[src/rtl/waterfall_capture_ctrl.sv]
// Frame-locked ADC line capture into a ping-pong line buffer.
// One decimated line is written per frame; at the next frame start the banks
// swap and the finished line becomes readable on rd_bank.
module waterfall_capture_ctrl #(
  parameter int SAMPLE_WIDTH = 12,
  parameter int LINE_LEN     = 480,
  parameter int ADDR_W       = 9,
  parameter int DECIM        = 1
) (
  input  logic                    clk,
  input  logic                    resetn,
  input  logic                    enable,
  input  logic                    frame_start,
  input  logic                    adc_ready,
  input  logic [SAMPLE_WIDTH-1:0] adc_data,
  input  logic                    clr_overrun,
  output logic                    wr_en,
  output logic [ADDR_W-1:0]       wr_addr,
  output logic [SAMPLE_WIDTH-1:0] wr_data,
  output logic                    wr_bank,
  output logic                    rd_bank,
  output logic                    line_valid,
  output logic                    overrun,
  output logic                    busy
);

  localparam int DEC_W = (DECIM > 1) ? $clog2(DECIM) : 1;
  localparam logic [ADDR_W-1:0] LAST_ADDR = ADDR_W'(LINE_LEN - 1);
  localparam logic [DEC_W-1:0]  DEC_MAX   = DEC_W'(DECIM - 1);

  typedef enum logic [1:0] {S_IDLE, S_ARM, S_CAP, S_DONE} state_t;

  state_t            r_state, w_next;
  logic [ADDR_W-1:0] r_cnt;
  logic [DEC_W-1:0]  r_dec;
  logic              r_wr_bank;
  logic              r_swap_pend;

  logic w_cap, w_tick, w_hit, w_fin, w_ovr, w_accept, w_dswap, w_restart;

  // Event decode. Abort (enable low) suppresses any write in that cycle.
  // A non-final sample coincident with frame_start is dropped by the restart.
  assign w_cap     = (r_state == S_CAP);
  assign w_tick    = w_cap & enable & adc_ready;
  assign w_hit     = w_tick & (r_dec == '0);
  assign w_fin     = w_hit & (r_cnt == LAST_ADDR);
  assign w_ovr     = w_cap & enable & frame_start & ~w_fin;
  assign w_accept  = w_hit & ~w_ovr;
  assign w_dswap   = (r_state == S_DONE) & frame_start;
  assign w_restart = ((r_state == S_ARM) & enable & frame_start) | w_ovr |
                     w_dswap | (w_fin & frame_start);

  // State register
  always_ff @(posedge clk or negedge resetn) begin
    if (!resetn) r_state <= S_IDLE;
    else         r_state <= w_next;
  end

  // Next-state logic
  always_comb begin
    w_next = r_state;
    case (r_state)
      S_IDLE: if (enable) w_next = S_ARM;
      S_ARM: begin
        if (!enable)          w_next = S_IDLE;
        else if (frame_start) w_next = S_CAP;
      end
      S_CAP: begin
        if (!enable)                  w_next = S_IDLE;
        else if (w_fin & ~frame_start) w_next = S_DONE;
      end
      S_DONE: begin
        if (frame_start)  w_next = enable ? S_CAP : S_IDLE;
        else if (!enable) w_next = S_IDLE;
      end
      default: w_next = S_IDLE;
    endcase
  end

  // State-decoded outputs
  always_comb begin
    busy = (r_state == S_CAP);
  end

  // Sample and decimation counters; every line (re)start begins at address 0
  always_ff @(posedge clk or negedge resetn) begin
    if (!resetn) begin
      r_cnt <= '0;
      r_dec <= '0;
    end else if (w_restart) begin
      r_cnt <= '0;
      r_dec <= '0;
    end else begin
      if (w_tick)   r_dec <= (r_dec == DEC_MAX) ? '0 : r_dec + 1'b1;
      if (w_accept) r_cnt <= (r_cnt == LAST_ADDR) ? '0 : r_cnt + 1'b1;
    end
  end

  // Registered write port; address and data hold between strobes
  always_ff @(posedge clk or negedge resetn) begin
    if (!resetn) begin
      wr_en   <= 1'b0;
      wr_addr <= '0;
      wr_data <= '0;
    end else begin
      wr_en <= w_accept;
      if (w_accept) begin
        wr_addr <= r_cnt;
        wr_data <= adc_data;
      end
    end
  end

  // Bank swap. When the final sample meets frame_start, the swap is held one
  // cycle so the last write still lands in the pre-swap bank.
  always_ff @(posedge clk or negedge resetn) begin
    if (!resetn) begin
      r_wr_bank   <= 1'b0;
      r_swap_pend <= 1'b0;
      line_valid  <= 1'b0;
    end else begin
      r_swap_pend <= w_fin & frame_start;
      if (w_dswap | r_swap_pend) begin
        r_wr_bank  <= ~r_wr_bank;
        line_valid <= 1'b1;
      end
    end
  end

  // Sticky overrun; a new overrun beats a simultaneous clear
  always_ff @(posedge clk or negedge resetn) begin
    if (!resetn)          overrun <= 1'b0;
    else if (w_ovr)       overrun <= 1'b1;
    else if (clr_overrun) overrun <= 1'b0;
  end

  assign wr_bank = r_wr_bank;
  assign rd_bank = ~r_wr_bank;

endmodule

[config.mk]
export PLATFORM = sky130hd
export DESIGN_NAME = waterfall_capture_ctrl
export DESIGN_NICKNAME = d
export VERILOG_FILES = /design/src/rtl/waterfall_capture_ctrl.sv
export SDC_FILE = /design/constraint.sdc
export NUM_CORES = 1
export LEC_CHECK = 0
export BUFFER_PORTS_ARGS = -buffer_cell sky130_fd_sc_hd__buf_2
export CORE_MARGIN = 5
export CORE_UTILIZATION = 46
export CTS_CLUSTER_DIAMETER = 100
export DETAILED_ROUTE_END_ITERATION = 10
export PLACE_DENSITY = 0.86
export SKIP_LAST_GASP = 1
export SYNTH_ARGS = -nofsm -noshare
export SYNTH_HDL_FRONTEND = slang
export SYNTH_SLANG_ARGS = --single-unit
[constraint.sdc]
create_clock -name clk -period 1.64 [get_ports clk]
set_input_delay 0.082 -clock clk [delete_from_list [all_inputs] [get_ports clk]]
set_output_delay 0.082 -clock clk [all_outputs]
set_load 0.01 [all_outputs]
==> results of run 1 <==
-- layer usage --
metal,vias to the layer above,part of all wire (%)
met5,-,0
met3,12,5.7
met2,63,53
met1,656,38
met4,0,2.8
li1,619,-
-- layout make-up --
type | instances | area [sq um]
multi-input combinational | 83 | 726
clock inverter | 2 | 10.0
sequential | 37 | 926
fill | 264 | 1310
clock buffer | 6 | 41.3
tap | 48 | 60.1
timing repair buffer | 75 | 488
inverter | 6 | 22.5
-- per-stage QoR --
stage / total power, mW / std cells / setup slack [ns] / hold WS (ns) / util [%]
floorplan: 1.31 / 129 / -0.107 / -0.214 / -
global placement: 1.50 / 233 / 0.0103 / 0.142 / 57.2
detailed placement: 1.52 / 233 / -0.0443 / 0.152 / 57.2
CTS: 2.00 / 256 / 0.0142 / 0.0174 / 63.0
global route: 2.11 / 257 / -0.128 / 0.0341 / 63.5
finish: 2.01 / 257 / -0.0717 / 0.0302 / 63.5
-- cell families (layout without fill, tap and decap cells) --
family                   Yosys count  count (layout)
XOR/XNOR                           4               4
AO/OA/AOI/OAI                     21              21
flip-flops                        37              37
AND/OR/NAND/NOR                   34              36
adder cells (fa/ha/maj)            2               2
multiplexers                      20              20
buffers and inverters             11              89
-- flip-flops by register name, summed over array words and instances, names as in the netlist, 2 cells and up --
| signal | cells |
|---|---|
| wr_data | 12 |
| r_cnt | 9 |
| wr_addr | 9 |
| r_state | 2 |
-- repair_timing --
action	in CTS	in global routing
cloned	1	1
setup buffers	0	0
hold buffers	14	0
resized for setup	1	5
endpoints found under the setup margin	19	21
pin swaps	0	1
hold endpoints to repair	50	0
-- how the worst min path moves through the flow --
stage	from	end	slack, ns	depth (start not counted)
global placement	resetn	wr_data[6]	0.14	2
finish	enable	r_state[0]	0.03	2
global route	enable	r_state[0]	0.03	2
CTS	enable	r_state[0]	0.02	2
detailed placement	resetn	wr_data[10]	0.15	2
floorplan	resetn	line_valid	-0.21	0
-- placed cells by master (no fill, tap or decap), types with 2 or more instances in the layout --
cell	instances
buf_2	44
dfrtp_1	37
buf_4	17
mux2_4	16
dlygate4sd3_1	14
o21ai_0	7
inv_1	6
nor2_1	6
nand2_1	6
clkbuf_4	5
nand4_1	3
nor2b_1	3
nand2b_4	3
a21oi_1	3
a22o_1	3
mux2_2	3
nor4_1	2
o21a_1	2
or2_2	2
nor3_1	2
xnor2_1	2
nand3_1	2
xor2_1	2
clkinv_2	2
-- worst max-delay path, delay by kind of cell, from the launching register on --
family	cells	cell delay [ns]
compound gates	2	0.43
flops	1	0.44
simple gates	2	0.54
buf+inv	1	0.16
-- power groups by stage --
stage          Sequential [mW]  Combinational (mW)  Clock, mW
4_1_cts                   1.08               0.449      0.469
6_report                  1.09               0.465      0.457
3_3_place_gp              1.09               0.405          0
3_5_place_dp              1.10               0.419          0
5_1_grt                   1.10               0.498      0.510
2_1_floorplan             1.15               0.168          0
==> impl_table.tex, run 1 <==
\begin{tabular}{lr}
\hline
Metric & Value \\
\hline
\multicolumn{2}{l}{\textbf{Run status}} \\
\quad Run status & finished, violations left \\
\quad Failing checks & setup timing \\
\multicolumn{2}{l}{\textbf{Detailed routing}} \\
\quad Number of violations reported at the end of detailed-routing iteration 0 & 100 \\
\quad Detailed-routing iteration count for the pre-antenna-repair pass & 4 \\
\quad Avg Vias per Cell & between 5 and 6 \\
\quad Remaining antenna violation count & 0 \\
\quad Vias after detailed routing & 1,350 \\
\quad Post-route DRC & 0 \\
\quad Drt total wl & around 4500 um \\
\quad Routed wirelength normalized by instance count & 17.5 um \\
\multicolumn{2}{l}{\textbf{Logic synthesis}} \\
\quad Number of storage elements in the synthesis netlist & 37 \\
\quad Proportion of register bits with asynchronous set or reset after synthesis & 100\% \\
\quad Main area contributors after synthesis & dfrtp\_1 (55\%), mux2\_4 (14\%), o21ai\_0 (2.1\%) \\
\quad Post-synthesis compound-gate area fraction & slightly above 8\% \\
\quad Fraction of the mapped netlist area in simple logic gates & roughly an eighth \\
\quad Top cell types by occurrence after synthesis & dfrtp\_1 (37), mux2\_4 (16), o21ai\_0 (7) \\
\quad Main combinational cell family by area after synthesis & multiplexers \\
\quad Number of flops mapped to enable cells by yosys & 0 \\
\quad Mux cell area share after synthesis & between 10\% and 20\% \\
\quad Most common cell in the synthesized netlist & dfrtp\_1 \\
\quad Average cell area after synthesis & between 10 and 15 sq um \\
\quad Sequential fraction of the synthesis area & between 50 and 60\% \\
\quad Netlist Area Pre-Place & approximately 1700 sq um \\
\quad Top cell type by total area after synthesis & dfrtp\_1 \\
\quad Area share of xor/xnor cells in the synthesized design & $\sim$2.1\% \\
\quad Net count after synthesis & between 100 and 150 \\
\quad Number of synthesis warnings & 0 \\
\quad Post-synth top area share & between 50\% and 60\% \\
\quad Count of cell types in the netlist & 36 \\
\quad Post-synthesis instance total & 129 \\
\quad Leading register cell type out of synthesis & dfrtp\_1 \\
\quad Adder-Cell Fraction of Synth Area & between 1 and 1.5\% \\
\multicolumn{2}{l}{\textbf{Setup path}} \\
\quad Register-to-Register Setup Slack & -0.07 ns \\
\quad WS Path Type & reg2reg \\
\quad Startpoint of the worst setup timing path & r\_state[0] \\
\quad Setup crit end kind & flop \\
\quad Critical path required time & between 1.5 and 2 ns \\
\quad Arrival time at the worst endpoint & 1.91 ns \\
\quad Reg2Reg Depth & 5 \\
\quad Slowest cell on the critical path & and4b\_4 \\
\quad Kind of start point of the critical path & flop \\
\quad Critical Path Sink & r\_cnt[2] \\
\quad Start of the worst register-to-register path & r\_state[0] \\
\quad Max stage delay on crit path & between 0.4 and 0.5 ns \\
\quad End of the worst register-to-register path & r\_cnt[2] \\
\quad Cells along the critical path & and4b\_4, buf\_4, nand2\_1, o21ai\_0, o31ai\_1 \\
\quad Highest fanout seen on the critical path & 6 \\
\multicolumn{2}{l}{\textbf{Die}} \\
\quad Die Span Y & $\sim$70 um \\
\quad Die Width & around 70 um \\
\quad Standard-cell rows & 22 \\
\quad Initial Util & 46.7\% \\
\quad Core Box Area & 3580 sq um \\
\quad Number of ports placed on the die boundary & 45 \\
\quad Floorplan die area & 4940 sq um \\
\multicolumn{2}{l}{\textbf{Power and ir drop}} \\
\quad Static leakage power & between 1 and 1.5 nW \\
\quad Internal power consumption & 1.43 mW \\
\quad Share of total power in combinational logic & a little under a quarter \\
\quad Sw frac & about 29\% \\
\quad Pwr/cell area & 886 nW/um\^{}2 \\
\quad Net switching power of the design & 0.581 mW \\
\quad Highest ir drop seen on vdd & between 0.3 and 0.4 mV \\
\quad Clock network power share & 22.7\% \\
\quad Register share of total power & a little over half \\
\multicolumn{2}{l}{\textbf{Placement}} \\
\quad Number of buffers added on ports & 44 \\
\quad Half-perimeter wire length after detailed placement & $\sim$2600 um \\
\quad Instance area at placement & 2050 sq um \\
\quad Placer's final routability congestion estimate & 0.808 \\
\multicolumn{2}{l}{\textbf{Global routing}} \\
\quad GRT Total Usage & 18.8\% \\
\quad Number of antenna violations at the first check in global routing & 0 \\
\quad Fraction of met2 tracks used by global routing & between 30\% and 40\% \\
\quad Most crowded layer after global routing & met2 \\
\quad Met3 track demand over resource & $\sim$4\% \\
\quad Maximum number of pins on one net before global-route repair & 38 \\
\quad Global-route wire length before repair & 7290 um \\
\quad Global route total overflow & 0 \\
\quad Met1 routing resource usage after global routing & 21.8\% \\
\quad Vias in the first global route & 1,428 \\
\multicolumn{2}{l}{\textbf{CTS}} \\
\quad Root buffer cell & clkbuf\_4 \\
\quad CTS Buffer Depth & 2 \\
\quad Clock H-tree levels & 2 \\
\quad CTS tree & done \\
\quad Cts bufs inserted & 5 \\
\quad Clock transition at the registers of the reported paths & 0.11 ns \\
\quad Source-to-sink clock delay at the later pin of the worst-skew pair & 0.34 ns \\
\quad CTS sink cnt & 37 \\
\multicolumn{2}{l}{\textbf{Run}} \\
\quad Max-Cap Viols & 0 \\
\multicolumn{2}{l}{\textbf{Timing}} \\
\quad Maximum frequency from static timing analysis & between 500 and 600 MHz \\
\quad Slew at the pin with the worst max-slew slack & 0.456 ns \\
\quad Max-slew violation count & 0 \\
\quad Largest clock skew in the final design & 0.00451 ns \\
\quad Share of the cycle needed by the critical path after routing & 104\% \\
\quad Setup slack of the critical path after layout & -0.0717 ns \\
\quad Unrepaired setup endpoints after global routing & true \\
\quad Worst-case headroom to the max-slew limit & 69.6\% \\
\quad Setup total negative slack & -0.0717 ns \\
\quad Final Hold Fails & 0 \\
\quad Setup violators final & 1 \\
\quad Minimum period implied by the final worst setup slack & 1.71 ns \\
\multicolumn{2}{l}{\textbf{Cells and area}} \\
\quad Fraction of layout instances using a drive strength above 1 & a little under half \\
\quad Number of nets in the layout & approximately 230 \\
\quad Post-route cell area & between 2000 and 2500 sq um \\
\quad Area grow syn2layout & 36.0\% \\
\quad Antenna diode count & 0 \\
\multicolumn{2}{l}{\textbf{Worst hold path}} \\
\quad Kind of path behind the tightest hold check & in2reg \\
\hline
\end{tabular}
No activity file was read; power rests on OpenSTA's default activity.
==> run 2, diff against run 1 <==
PLACE_DENSITY = 0.74   (was 0.86)
==> run 2 against run 1 <==
The flow now finishes without violations. Die area stayed put. Non-clock buffer count stayed put. Global-route usage shrank 2.4 points. Fmax is 9.0% higher. Register-to-register slack improved by 0.14 ns. Combinational power down 5.2%. Critical endpoint is now r_cnt[6]. Highest routed layer unchanged.
==> impl_table.tex, run 2 (synthesized netlist as in run 1, its figures left out) <==
\begin{tabular}{lr}
\hline
Metric & Value \\
\hline
\multicolumn{2}{l}{\textbf{Power and ir drop}} \\
\quad Static leakage power & 1.29 nW (+1.6\%) \\
\quad Pwr/cell area & 936 nW/um\^{}2 (+5.7\%) \\
\quad Highest ir drop seen on vdd & 0.488 mV (+34\%) \\
\quad Post-route total power & 2.17 mW (+7.9\%) \\
\multicolumn{2}{l}{\textbf{Worst hold path}} \\
\quad Kind of path behind the tightest hold check & in2reg \\
\multicolumn{2}{l}{\textbf{Setup path}} \\
\quad Setup crit end kind & flop \\
\quad Cells along the critical path & ha\_2, nand4\_1, buf\_4, o211a\_1, a21o\_1, a22o\_1 \\
\quad WS Path Type & reg2reg \\
\quad Max stage delay on crit path & 0.37 ns (-0.08 ns) \\
\quad Arrival time at the worst endpoint & 1.81 ns (-0.10 ns) \\
\quad Kind of start point of the critical path & flop \\
\quad Critical path required time & 1.88 ns (+0.04 ns) \\
\quad Slowest cell on the critical path & dfrtp\_1 \\
\quad Highest fanout seen on the critical path & 5 (-1) \\
\multicolumn{2}{l}{\textbf{Cells and area}} \\
\quad Largest registers & wr\_data x12, r\_cnt x9, wr\_addr x9 \\
\quad Antenna diode count & 0 (unchanged) \\
\quad Fraction of layout instances using a drive strength above 1 & 46.2\% (-0.22 points) \\
\quad Most flop-heavy register & wr\_data \\
\quad Area used by sequential logic in the layout & 926 sq um (unchanged) \\
\quad Max FFs per register & 12 (unchanged) \\
\quad Post-route cell area & 2320 sq um (+2.0\%) \\
\quad Count of fill cells added during filler insertion & 276 (+4.5\%) \\
\quad Number of nets in the layout & 228 (+0.44\%) \\
\quad Multi-input gate area & 738 sq um (+1.7\%) \\
\quad Final core utilization & 64.8\% (+1.3 points) \\
\quad Area grow syn2layout & 38.8\% \\
\quad Most common cell after layout, fill and taps aside & buf\_2 \\
\quad Commonest cells after routing, fill and taps aside & buf\_2 (44), dfrtp\_1 (37), buf\_4 (17), mux2\_4 (16), dlygate4sd3\_1 (14) \\
\multicolumn{2}{l}{\textbf{Placement}} \\
\quad Placer's final routability congestion estimate & 0.850 (+5.2\%) \\
\quad Half-perimeter wire length after detailed placement & 2540 um (-3.3\%) \\
\quad Number of buffers added on ports & 44 (unchanged) \\
\quad Instance area at placement & 2020 sq um (-1.5\%) \\
\multicolumn{2}{l}{\textbf{Timing}} \\
\quad Minimum period implied by the final worst setup slack & 1.57 ns (-0.141 ns) \\
\quad Unrepaired setup endpoints after global routing & true \\
\quad Setup total negative slack & 0 ns (+0.0717 ns) \\
\quad Max-slew violation count & 0 (unchanged) \\
\quad Setup violators final & 0 (-1) \\
\quad Slew at the pin with the worst max-slew slack & 0.788 ns (+0.332 ns) \\
\quad Share of the cycle needed by the critical path after routing & 95.8\% (-8.6 points) \\
\quad Largest clock skew in the final design & 0.00524 ns (+0.000730 ns) \\
\quad Final Hold Fails & 0 (unchanged) \\
\quad Worst-case headroom to the max-slew limit & 47.4\% (-22 points) \\
\quad Maximum frequency from static timing analysis & 637 MHz (+9.0\%) \\
\multicolumn{2}{l}{\textbf{Die}} \\
\quad Floorplan die area & 4940 sq um (unchanged) \\
\quad Standard-cell rows & 22 (unchanged) \\
\quad Die Width & 70.3 um (unchanged) \\
\quad Die Span Y & 70.3 um (unchanged) \\
\quad Core Box Area & 3580 sq um (unchanged) \\
\quad Initial Util & 46.7\% (unchanged) \\
\quad Number of ports placed on the die boundary & 45 (unchanged) \\
\multicolumn{2}{l}{\textbf{CTS}} \\
\quad CTS sink cnt & 37 (unchanged) \\
\quad Clock transition at the registers of the reported paths & 0.10 ns (about the same) \\
\quad Cts bufs inserted & 5 (unchanged) \\
\quad CTS tree & done \\
\quad Clock H-tree levels & 2 (unchanged) \\
\quad CTS Buffer Depth & 2 (unchanged) \\
\quad Root buffer cell & clkbuf\_4 \\
\quad Source-to-sink clock delay at the later pin of the worst-skew pair & 0.34 ns (about the same) \\
\multicolumn{2}{l}{\textbf{Global routing}} \\
\quad Global route total overflow & 0 (unchanged) \\
\quad Maximum number of pins on one net before global-route repair & 38 (unchanged) \\
\quad Global-route wire length before repair & 6440 um (-12\%) \\
\quad Vias in the first global route & 1,381 (-3.3\%) \\
\quad GRT Total Usage & 16.4\% (-2.4 points) \\
\quad Number of antenna violations at the first check in global routing & 0 (unchanged) \\
\multicolumn{2}{l}{\textbf{Run}} \\
\quad Max-Cap Viols & 0 (unchanged) \\
\multicolumn{2}{l}{\textbf{Detailed routing}} \\
\quad Remaining antenna violation count & 0 (unchanged) \\
\quad Detailed-routing iteration count for the pre-antenna-repair pass & 4 (unchanged) \\
\quad Routed wirelength normalized by instance count & 15.1 um (-14\%) \\
\quad Avg Vias per Cell & 5.03 (-4.2\%) \\
\quad Drt total wl & 3900 um (-13\%) \\
\quad Vias after detailed routing & 1,298 (-3.9\%) \\
\quad Post-route DRC & 0 (unchanged) \\
\quad Number of violations reported at the end of detailed-routing iteration 0 & 31 (-69\%) \\
\multicolumn{2}{l}{\textbf{Run status}} \\
\quad Run status & finished, final reports clean \\
\hline
\end{tabular}
run 2: final timing paths:
check	cells past startpoint	to	slack (ns)	from
worst max-delay path	6	r_cnt[6]	0.07	r_cnt[0]
worst max register to register	6	r_cnt[6]	0.07	r_cnt[0]
max in group asynchronous	2	wr_data[3]	0.79	resetn
worst min-delay path	2	r_state[0]	0.03	enable
worst min register to register	1	line_valid	0.49	line_valid
min in group asynchronous	2	wr_data[6]	0.35	resetn
run 2: what timing repair did:
item	4_1_cts	5_1_grt
endpoints found under the setup margin	19	26
buffers inserted	0	4
gates resized for setup	1	5
hold buffers	14	0
hold endpoints to repair	50	0
cloned	1	2
pin swaps	0	2
run 2: cell type report:
class                      count  area share (%)
sequential                    37            39.9
multi-input combinational     84            31.8
timing repair buffer          75            21.0
tap                           48            2.59
clock buffer                   7            2.37
clock inverter                 1            1.29
inverter                       6           0.971
run 2: power by group:
| group | switching (mW) | internal, mW |
|---|---|---|
| Clock | 0.284 | 0.364 |
| Sequential | 0.0647 | 1.02 |
| Combinational | 0.194 | 0.246 |
run 2: layer usage:
metal	up-vias	wire length, um	track usage (%)	part of all wire, %
met1	620	1670	20.4	43
met3	7	260	4.60	6.7
met5	-	0	0	0
met4	0	51	5.96	1.3
met2	48	1920	27.1	49
li1	623	-	-	-
run 2: critical path, delay by kind of cell, from the launching register on:
kind	cells	cell delay [ns]
fa+ha+maj	1	0.18
buf+inv	1	0.17
simple gates	1	0.12
compound gates	3	0.62
flops	1	0.37
run 2: per-stage QoR:
| step | hold WS, ns | std cells | setup WS [ns] |
|---|---|---|---|
| 6_report | 0.0313 | 258 | 0.0690 |
| 5_1_grt | 0.0276 | 258 | -0.0218 |
| 4_1_cts | 0.0164 | 252 | -0.0317 |
| 3_5_place_dp | 0.217 | 229 | -0.0812 |
| 3_3_place_gp | 0.199 | 229 | 0.00721 |
| 2_1_floorplan | -0.214 | 129 | -0.107 |
==> run 3, diff against run 2 <==
CORE_MARGIN = unset   (was 5)
CTS_CLUSTER_SIZE = 14   (was unset)
TNS_END_PERCENT = 100   (was unset)
==> run 3 against run 2 <==
Clock-buffer cell count shrank 1. Largest cell class unchanged. Highest routed layer unchanged. Final area shrank 0.11%. Final cell count shrank 1.9%. Hold slack gained 0.0018 ns. Sequential power is essentially flat. Global-route usage grew 4.9 points.
==> impl_table.tex, run 3 (synthesized netlist as in run 1, its figures left out) <==
\begin{tabular}{lr}
\hline
Metric & Value \\
\hline
\multicolumn{2}{l}{\textbf{CTS}} \\
\quad Root buffer cell & clkbuf\_4 \\
\quad CTS sink cnt & 37 (unchanged) \\
\quad Clock transition at the registers of the reported paths & 0.12 ns (+0.02 ns) \\
\quad CTS tree & done \\
\quad Source-to-sink clock delay at the later pin of the worst-skew pair & 0.35 ns (about the same) \\
\quad Cts bufs inserted & 5 (unchanged) \\
\quad Clock H-tree levels & 2 (unchanged) \\
\quad CTS Buffer Depth & 2 (unchanged) \\
\multicolumn{2}{l}{\textbf{Setup path}} \\
\quad Critical path required time & 1.89 ns (about the same) \\
\quad Arrival time at the worst endpoint & 1.85 ns (+0.04 ns) \\
\quad Kind of start point of the critical path & flop \\
\quad Setup crit end kind & flop \\
\quad Highest fanout seen on the critical path & 5 (unchanged) \\
\quad WS Path Type & reg2reg \\
\multicolumn{2}{l}{\textbf{Global routing}} \\
\quad Number of antenna violations at the first check in global routing & 0 (unchanged) \\
\quad Global route total overflow & 0 (unchanged) \\
\quad Vias in the first global route & 1,362 (-1.4\%) \\
\quad Maximum number of pins on one net before global-route repair & 38 (unchanged) \\
\quad GRT Total Usage & 21.3\% (+4.9 points) \\
\quad Global-route wire length before repair & 6340 um (-1.6\%) \\
\multicolumn{2}{l}{\textbf{Timing}} \\
\quad Max-slew violation count & 0 (unchanged) \\
\quad Slew at the pin with the worst max-slew slack & 0.801 ns (+0.0126 ns) \\
\quad Share of the cycle needed by the critical path after routing & 97.9\% (+2.1 points) \\
\quad Hold\_ws & 0.0331 ns (+0.00178 ns) \\
\quad Maximum frequency from static timing analysis & 623 MHz (-2.2\%) \\
\quad Unrepaired setup endpoints after global routing & true \\
\quad Worst-case headroom to the max-slew limit & 46.6\% (-0.84 points) \\
\quad Setup total negative slack & 0 ns (unchanged) \\
\quad Minimum period implied by the final worst setup slack & 1.61 ns (+0.0347 ns) \\
\quad Largest clock skew in the final design & 0.0114 ns (+0.00614 ns) \\
\quad Final Hold Fails & 0 (unchanged) \\
\quad Setup violators final & 0 (unchanged) \\
\multicolumn{2}{l}{\textbf{Detailed routing}} \\
\quad Detailed-routing iteration count for the pre-antenna-repair pass & 4 (unchanged) \\
\quad Drt total wl & 3860 um (-1.1\%) \\
\quad Routed wirelength normalized by instance count & 15.3 um (+0.91\%) \\
\quad Post-route DRC & 0 (unchanged) \\
\quad Number of violations reported at the end of detailed-routing iteration 0 & 64 (+110\%) \\
\quad Remaining antenna violation count & 0 (unchanged) \\
\quad Avg Vias per Cell & 5.39 (+7.1\%) \\
\quad Vias after detailed routing & 1,363 (+5.0\%) \\
\multicolumn{2}{l}{\textbf{Cells and area}} \\
\quad Fraction of layout instances using a drive strength above 1 & 46.9\% (+0.67 points) \\
\quad Largest registers & wr\_data x12, r\_cnt x9, wr\_addr x9 \\
\quad Count of fill cells added during filler insertion & 250 (-9.4\%) \\
\quad Antenna diode count & 0 (unchanged) \\
\quad Max FFs per register & 12 (unchanged) \\
\quad Post-route insts no fill & 253 (-1.9\%) \\
\quad Area used by sequential logic in the layout & 926 sq um (unchanged) \\
\quad Number of nets in the layout & 225 (-1.3\%) \\
\quad Area grow syn2layout & 38.6\% \\
\quad Commonest cells after routing, fill and taps aside & buf\_2 (44), dfrtp\_1 (37), mux2\_4 (16), dlygate4sd3\_1 (14), buf\_4 (13) \\
\quad Most common cell after layout, fill and taps aside & buf\_2 \\
\quad Final core utilization & 67.8\% (+3.0 points) \\
\quad Most flop-heavy register & wr\_data \\
\quad Multi-input gate area & 744 sq um (+0.85\%) \\
\multicolumn{2}{l}{\textbf{Die}} \\
\quad Die Span Y & 62.3 um (-11\%) \\
\quad Die Width & 62.3 um (-11\%) \\
\quad Core Box Area & 3420 sq um (-4.5\%) \\
\quad Number of ports placed on the die boundary & 45 (unchanged) \\
\quad Floorplan die area & 3880 sq um (-21\%) \\
\quad Initial Util & 48.9\% (+2.2 points) \\
\quad Standard-cell rows & 21 (-4.5\%) \\
\multicolumn{2}{l}{\textbf{Worst hold path}} \\
\quad Kind of path behind the tightest hold check & in2reg \\
\multicolumn{2}{l}{\textbf{Run}} \\
\quad Max-Cap Viols & 0 (unchanged) \\
\multicolumn{2}{l}{\textbf{Power and ir drop}} \\
\quad Pwr/cell area & 946 nW/um\^{}2 (+1.0\%) \\
\quad Static leakage power & 1.27 nW (-1.5\%) \\
\quad Highest ir drop seen on vdd & 0.469 mV (-3.9\%) \\
\multicolumn{2}{l}{\textbf{Placement}} \\
\quad Half-perimeter wire length after detailed placement & 2330 um (-8.1\%) \\
\quad Number of placed instances with taps included & 226 (-1.3\%) \\
\quad Placer's final routability congestion estimate & 0.809 (-4.8\%) \\
\quad Number of buffers added on ports & 44 (unchanged) \\
\multicolumn{2}{l}{\textbf{Run status}} \\
\quad Run status & finished, final reports clean \\
\hline
\end{tabular}
==> run 3: changes by cell type in the layout (fill, tap and decap cells not counted) <==
| cell | change |
|---|---|
| nand2b_2 | +1 |
| clkinvlp_4 | +1 |
| nor4_2 | +1 |
| clkbuf_1 | -1 |
| nor3_2 | +1 |
| buf_12 | +1 |
| nand2b_4 | -1 |
| buf_4 | -4 |
| nor3_1 | -1 |
| nor4_1 | -1 |
==> run 3: critical path, stage by stage, from the launching register on <==
cell and delay (ns):
dfrtp_1 0.38, ha_2 0.19, nand4_1 0.10, o21a_2 0.28
nand2b_2 0.26, mux2_4 0.32
==> run 3: layout make-up <==
type / instances / area share (%)
clock buffers: 6 / 2.21
multi-input cells: 84 / 32.1
flip-flops and latches: 37 / 40.0
well taps: 46 / 2.48
clock inverters: 2 / 1.62
repair buffers: 72 / 20.6
inverters: 6 / 0.972
==> run 3: report_power, final <==
group	switching, mW	internal (mW)
Sequential	0.0668	1.02
Combinational	0.189	0.244
Clock	0.312	0.362
Total	0.568	1.62
==> run 3: worst paths after layout <==
check                       startpoint    endpoint  slack (ns)  cells past startpoint
max                           r_cnt[0]  wr_data[7]        0.03                      5
min                             enable  r_state[1]        0.03                      2
max reg2reg                   r_cnt[0]  wr_data[7]        0.03                      5
min reg2reg                r_swap_pend  line_valid        0.49                      2
max in group asynchronous       resetn  r_state[0]        0.78                      2
min in group asynchronous       resetn  wr_data[9]        0.34                      2
==> run 3: what timing repair did <==
item	4_1_cts	5_1_grt
endpoints found under the hold margin	50	0
hold buffers	14	0
setup buffers	0	2
endpoints found under the setup margin	19	27
gates resized for setup	1	6
cloned	1	2
==> run 3: metal layers <==
metal | GRT usage, % | share of wire [%]
met1 | 26.5 | 43
met2 | 35.4 | 49
met3 | 6.07 | 6.2
met4 | 7.85 | 1.5
met5 | 0 | 0
==> run 3: per-stage QoR <==
step	setup slack, ns	cell area (sq um)	total power [mW]
detailed placement	-0.0674	2010	1.50
floorplan	-0.107	1690	1.31
CTS	-0.0120	2250	2.19
finish	0.0343	2320	2.19
global placement	0.00578	2010	1.48
global route	-0.0989	2320	2.30
